<file path="config.mk">
export PLATFORM = sky130hd
export DESIGN_NAME = grf
export DESIGN_NICKNAME = d
export VERILOG_FILES = /design/src/rtl/grf_pkg.sv /design/src/rtl/grf_read_port.sv /design/src/rtl/grf.sv
export SDC_FILE = /design/constraint.sdc
export NUM_CORES = 2
export LEC_CHECK = 0
export CAP_MARGIN = 40
export CORE_ASPECT_RATIO = 1.4
export CORE_MARGIN = 2
export CORE_UTILIZATION = 50
export DETAILED_ROUTE_END_ITERATION = 10
export DONT_BUFFER_PORTS = 1
export HOLD_SLACK_MARGIN = 0.03
export PLACE_DENSITY = 0.68
export SETUP_SLACK_MARGIN = 0.3
export SYNTH_ARGS = -nofsm -noshare
export SYNTH_HDL_FRONTEND = slang
export SYNTH_SLANG_ARGS = --single-unit
</file>
<file path="constraint.sdc">
create_clock -name Clock -period 2.7 [get_ports Clock]
set_clock_uncertainty 0.05 [all_clocks]
set_input_delay 0.54 -clock Clock [delete_from_list [all_inputs] [get_ports Clock]]
set_output_delay 0.54 -clock Clock [all_outputs]
set_load 0.01 [all_outputs]
</file>
<file path="src/rtl/grf_pkg.sv">
// Shared definitions for the general-purpose register file: default widths,
// register count, the hardwired-zero address and the data/address word types.
package grf_pkg;

    localparam int DATA_W_DEF = 32;
    localparam int ADDR_W_DEF = 5;
    localparam int NUM_REGS   = 2 ** ADDR_W_DEF;
    localparam int REG_ZERO   = 0;

    typedef logic [DATA_W_DEF-1:0] word_t;
    typedef logic [ADDR_W_DEF-1:0] addr_t;

endpackage

</file>
<file path="src/rtl/grf_read_port.sv">
// One combinational read port: register 0 reads as zero, a same-cycle write
// to the addressed register is forwarded, otherwise the stored value is muxed out.
module grf_read_port
    import grf_pkg::*;
#(
    parameter int DATA_W = DATA_W_DEF,
    parameter int ADDR_W = ADDR_W_DEF
) (
    input  logic [(2**ADDR_W)-1:0][DATA_W-1:0] regs,
    input  logic [ADDR_W-1:0]                  ra,
    input  logic [ADDR_W-1:0]                  wa,
    input  logic [DATA_W-1:0]                  wd,
    input  logic                               byp_en,
    output logic [DATA_W-1:0]                  rd
);

    always_comb begin
        rd = regs[ra];
        if (ra == ADDR_W'(REG_ZERO)) begin
            rd = '0;
        end else if (byp_en && (wa == ra)) begin
            rd = wd;
        end
    end

endmodule

</file>
<file path="src/rtl/grf.sv">
// Register file with two combinational read ports, one synchronous write port,
// hardwired-zero register 0 and write-to-read bypass.
module grf
    import grf_pkg::*;
#(
    parameter int DATA_W = DATA_W_DEF,
    parameter int ADDR_W = ADDR_W_DEF
) (
    input  logic              Clock,
    input  logic              Reset,
    input  logic              RegWrite,
    input  logic [ADDR_W-1:0] RA1,
    input  logic [ADDR_W-1:0] RA2,
    input  logic [ADDR_W-1:0] WA,
    input  logic [DATA_W-1:0] WD,
    output logic [DATA_W-1:0] RD1,
    output logic [DATA_W-1:0] RD2
);

    localparam int NR = 2 ** ADDR_W;

    logic [NR-1:0][DATA_W-1:0] regs_q;
    logic [NR-1:0][DATA_W-1:0] regs_d;
    logic                      wr_en;

    // Gating with Reset keeps the bypass off while the array is held cleared.
    assign wr_en = Reset & RegWrite;

    always_comb begin
        regs_d = regs_q;
        if (wr_en && (WA != ADDR_W'(REG_ZERO))) begin
            regs_d[WA] = WD;
        end
        regs_d[REG_ZERO] = '0;
    end

    always_ff @(posedge Clock or negedge Reset) begin
        if (!Reset) begin
            regs_q <= '0;
        end else begin
            regs_q <= regs_d;
        end
    end

    grf_read_port #(
        .DATA_W (DATA_W),
        .ADDR_W (ADDR_W)
    ) u_rp1 (
        .regs   (regs_q),
        .ra     (RA1),
        .wa     (WA),
        .wd     (WD),
        .byp_en (wr_en),
        .rd     (RD1)
    );

    grf_read_port #(
        .DATA_W (DATA_W),
        .ADDR_W (ADDR_W)
    ) u_rp2 (
        .regs   (regs_q),
        .ra     (RA2),
        .wa     (WA),
        .wd     (WD),
        .byp_en (wr_en),
        .rd     (RD2)
    );

endmodule

</file>
== Word level (Yosys, flattened, before mapping) ==
Cells that the tools add are included.
Word-level totals
  bits in registers: 992
  bits of input ports: 50
  logic and storage cells: 56
Cells by class
  $lt $le $gt $ge: 4
  eq/ne operators: 2
  mux-type cells: 11
  bitwise operators: 1
  reduce and logical (&&, ||, !) cells: 7
Operators by type and width (count)
  $bwmux W1024: 1
  $bmux W32 S5: 2
  $mux W32: 7
  $demux W32 S5: 1
  $lt A5 B6 Y1 const B: 3
  $eq A5 B5 Y1: 2
  $logic_not A5 Y1: 2
  $ge A5 B1 Y1 const B: 1
  $reduce_bool A5 Y1: 1
  $logic_and A1 B1 Y1: 4
  $and A1 B1 Y1: 1

== Logic depth before layout (Yosys ltp) ==
  depth in word-level cells: 5
  mapped depth: 9
  gate-level depth less buffers: 5

== Cells and area by module ==
From an unflattened synthesis, not the netlist that was laid out.
Second synthesis, totals
  cell total of the unflattened synthesis: 3926
  area total of the unflattened synthesis: 55273.0 µm²
By module, submodules not included
  grf: instances 1, cells an instance 2222, area an instance 37093.1 µm²
  grf_read_port: instances 2, cells an instance 852, area an instance 9090.0 µm²

== Worst setup path after synthesis ==
No wires, ideal clock.
  path kind: input-to-output
  start: in RA2[4]
  end: out RD2[17]
  arrival: 2105 ps
  data required time: 2110 ps
  path slack: 5 ps
  stages: 6
  buffers on the path: 3
  cells stage by stage: buf_2 -> clkbuf_1 -> buf_1 -> mux2i_1 -> nor2_1 -> nor4_1
Between the ends
  cells in the longest elaborated chain, start to end: 4
  elaborated cells on any way between the ends: 7
  classes of those cells: 1 x eq/ne; 4 x mux; 2 x reduce/logical
Ends and longest elaborated chain
  start: declaration: RTL line grf.sv:13  | input logic [ADDR_W-1:0] RA2,
  $bmux W32 S5 / $eq A5 B5 Y1 (equally long branches): RTL line grf_read_port.sv:18, grf_read_port.sv:21
  $mux W32 (not written as such) / $logic_and A1 B1 Y1 (equally long branches): RTL line grf_read_port.sv:18, grf_read_port.sv:21
  $mux W32: RTL line grf_read_port.sv:21  | end else if (byp_en && (wa == ra)) begin
  $mux W32 (*): RTL line grf_read_port.sv:19  | if (ra == ADDR_W'(REG_ZERO)) begin
  end: declaration: RTL line grf.sv:17  | output logic [DATA_W-1:0] RD2
Mark *: on every way between the ends. The rest lies on a longest branch, timed or not. The select of a mux whose other input is x is not followed.

== Final worst setup path ==
  start: in RA1[0]
  end: out RD1[24]
Between the ends
  cells in the longest elaborated chain, start to end: 4
  elaborated cells on any way between the ends: 7
  classes of those cells: 1 x eq/ne; 4 x mux; 2 x reduce/logical
Ends and longest elaborated chain
  start: declaration: RTL line grf.sv:12  | input logic [ADDR_W-1:0] RA1,
  $bmux W32 S5 / $eq A5 B5 Y1 (equally long branches): RTL line grf_read_port.sv:18, grf_read_port.sv:21
  $mux W32 (not written as such) / $logic_and A1 B1 Y1 (equally long branches): RTL line grf_read_port.sv:18, grf_read_port.sv:21
  $mux W32: RTL line grf_read_port.sv:21
  $mux W32 (*): RTL line grf_read_port.sv:19
  end: declaration: RTL line grf.sv:16  | output logic [DATA_W-1:0] RD1,
Marks and branches as above.

==> impl_metrics.csv <==
group,metric,value,unit
setup_path,worstPathMaxFanout,325,
logic_synthesis,ys.flop_type,"dfrtp_1",
logic_synthesis,synth_common_cells,"mux2_2, dfrtp_1, mux4_2",
drt,via_per_inst,6.910,
status,status,"finished with violations",
drt,routed_wl,183700,um
logic_synthesis,yosysWarnings,0,
cts,root_buffer,"clkbuf_16",
timing,tightestPinTransition,2.743,ns
cts,cts.sink_count,992,
setup_path,r2r_slack,1.53,ns
cts,insertion_delay,0.67,ns
logic_synthesis,yosys.area.top_type,"dfrtp_1",
place,hpwlAfterDp,104800,um
logic_synthesis,synthArstFlopShare,1.000,
setup_path,path_delay_family,"multiplexers",
floorplanning,die_x,281.9,um
layout,largest_reg_flops,992,
drt,dr_total_vias,37600,
layout,layout-drive-gt1-share,0.5534,
logic_synthesis,synth_most_common_cell,"mux2_2",
setup_path,critPathKind,"input port to primary output",
timing,drv_slew,202,
logic_synthesis,syn-cell-area,54070,um^2
drt,drtIter0Drc,3937,
setup_path,max_stage_delay,1.51,ns
timing,hold_viol_final,110,
setup_path,r2r.worst_path.cells,4,
floorplanning,core_area,107100,um^2
layout,final_cells,5441,
floorplanning,initial_core_util,0.5047,
setup_path,cp_cell_sequence,"mux4_2, mux4_2, o211ai_1, o211ai_1, buf_4",
logic_synthesis,synth_cell_types,58,
timing,slew_headroom,-0.8285,
layout,largest_registers,"regs_q: 992 flops",
place,placed_area,57150,um^2
place,gp_congestion,0.8659,
layout,fin_util,0.5927,
global_route,grt_pass1_vias,38080,
status,violations,"negative hold slack, max-slew violations, negative setup slack",
timing,fmax,204.0,MHz
global_route,grt_max_degree,996,
logic_synthesis,ys_top_cells_by_area,"dfrtp_1, mux2_2, mux4_2",
global_route,grt_pass1_wl,264700,um
cts,clk_pin_slew,0.06,ns
layout,nets,3962,
place,io_buffers,0,
floorplanning,die_height,393.1,um
global_route,overflow,0,
logic_synthesis,synth_edf_count,0,
setup_path,r2r_end,"regs_q[370]",
logic_synthesis,yosysTopAreaCellShare,0.4591,
cts,cts_tree,"yes",
floorplanning,fp-row-count,142,
pwr,peakVddDrop,0.5800,mV
timing,rsz0062_at_grt,"yes",
drt,drtAntennaViolNets,0,
layout,stdcell_area,63500,um^2
floorplanning,die-area,110800,um^2
global_route,grt_usage,0.3293,
place,pre_cts_ws,-0.6134,ns
pwr,power.leakage,28.10,nW
setup_path,start_kind,"input port",
logic_synthesis,seq_area_frac_synth,0.4591,
timing,whs,-0.4804,ns
layout,synthToLayoutAreaGrowth,17.44,%
cts,clock_path_buffers,3,
timing,setup_viol,64,
logic_synthesis,syn-num-nets,3890,
logic_synthesis,postSynthAreaPerCell,14.08,um^2
drt,wire_per_inst,33.76,um
setup_path,crit_arrival,4.31,ns
logic_synthesis,syn_inst,3840,
layout,largest_register,"regs_q",
pwr,p_per_area,633.1,nW/um^2
setup_path,slowest_stage,"mux4_2",
setup_path,critPathCaptureType,"primary output",
timing,period_share,1.816,
job,cap_violations,0,
drt,detail_route.first_pass.iterations,5,
place,post-place-cells,5143,
setup_path,cp_data_required_time,2.11,ns
min_path,hold_class,"input port to asynchronous set/reset pin",
cts,cts_buffers,103,
floorplanning,pin_count,114,
timing,setup_ws,-2.203,ns
cts,cts-htree-levels,3,
drt,drc_errors,0,
logic_synthesis,ys_ff_latch,992,
setup_path,critical_path_buf_inv_count,1,
timing,fin_crit,4.903,ns
global_route,antenna_found_initial,9,
setup_path,worstReg2RegStart,"regs_q[370]",
## worst max path at each step
stage	start	end	cells past startpoint
4_1_cts	regs_q[290]	RD1[2]	6
2_1_floorplan	RA1[0]	RD1[24]	6
5_1_grt	RA1[0]	RD1[2]	6
6_report	RA1[0]	RD1[24]	5
3_3_place_gp	RA1[0]	RD1[13]	9
3_5_place_dp	Reset	RD1[13]	7
## cells by family after synthesis
group	share of synthesized area
muxes	0.4152
DFF	0.4591
AOI/OAI and AO/OA	0.05440
buffers and inverters	0.03860
and+or+nand+nor	0.03101
xor gates and xnor gates	0.001620
## what timing repair did
item | 4_1_cts | 5_1_grt
hold buffers | 32 | 4
setup endpoints to repair | 64 | 1166
gates resized for setup | 232 | 95
endpoints found under the hold margin | 1984 | 346
gates cloned | 0 | 4
buffers inserted | 23 | 16
pin swaps | 90 | 43
## layout make-up
type / instances / area, um^2
Antenna cell: 15 / 37.54
Clock buffer: 151 / 2968
Clock inverter: 28 / 334.1
Fill cell: 8324 / 43640
Inverter: 2 / 7.507
Multi-Input combinational cell: 2430 / 29040
Sequential cell: 992 / 24820
Tap cell: 1440 / 1802
Timing Repair Buffer: 383 / 4479
## placed cells by master (no fill, tap or decap), drive strengths merged, types with 7 or more instances in the layout
cell,n
bufinv,7
o21ai,39
nor2b,19
mux4,374
a21oi,53
nand2b,12
nor4,31
a211oi,28
buf,356
diode,15
mux2,1060
a221oi,35
dlygate4sd3,23
mux2i,209
o221a,15
dfrtp,992
o311a,14
o22ai,99
o211ai,16
clkinv,16
nand3,38
clkbuf,155
nor3,21
o311ai,15
a22oi,77
a31oi,12
nor2,103
a211o,7
nand2,110
## power breakdown
group / internal, mW / leakage (nW) / total (mW) / switching (mW)
Clock: 8.23 / 1.62 / 14.4 / 6.13
Combinational: 4.47 / 13.3 / 7.48 / 3.01
Sequential: 16.9 / 13.2 / 18.4 / 1.50
Total: 29.6 / 28.1 / 40.2 / 10.7
## layer usage
| layer | up-vias | part of all wire | track usage |
|---|---|---|---|
| li1 | 14920 | - | - |
| met1 | 20210 | 0.38 | 0.4203 |
| met2 | 1900 | 0.47 | 0.5129 |
| met3 | 571 | 0.088 | 0.07693 |
| met4 | 2 | 0.065 | 0.1963 |
| met5 | - | 0.000071 | 0 |
## per-stage QoR
step,power [mW],setup TNS [ns]
after floorplan,23.32,0
after global placement,24.40,-25.69
after detailed placement,24.66,-88.78
after CTS,39.58,-15.75
after global routing,41.50,-25.22
final,40.20,-64.20
(Power assumes the default switching activity.)
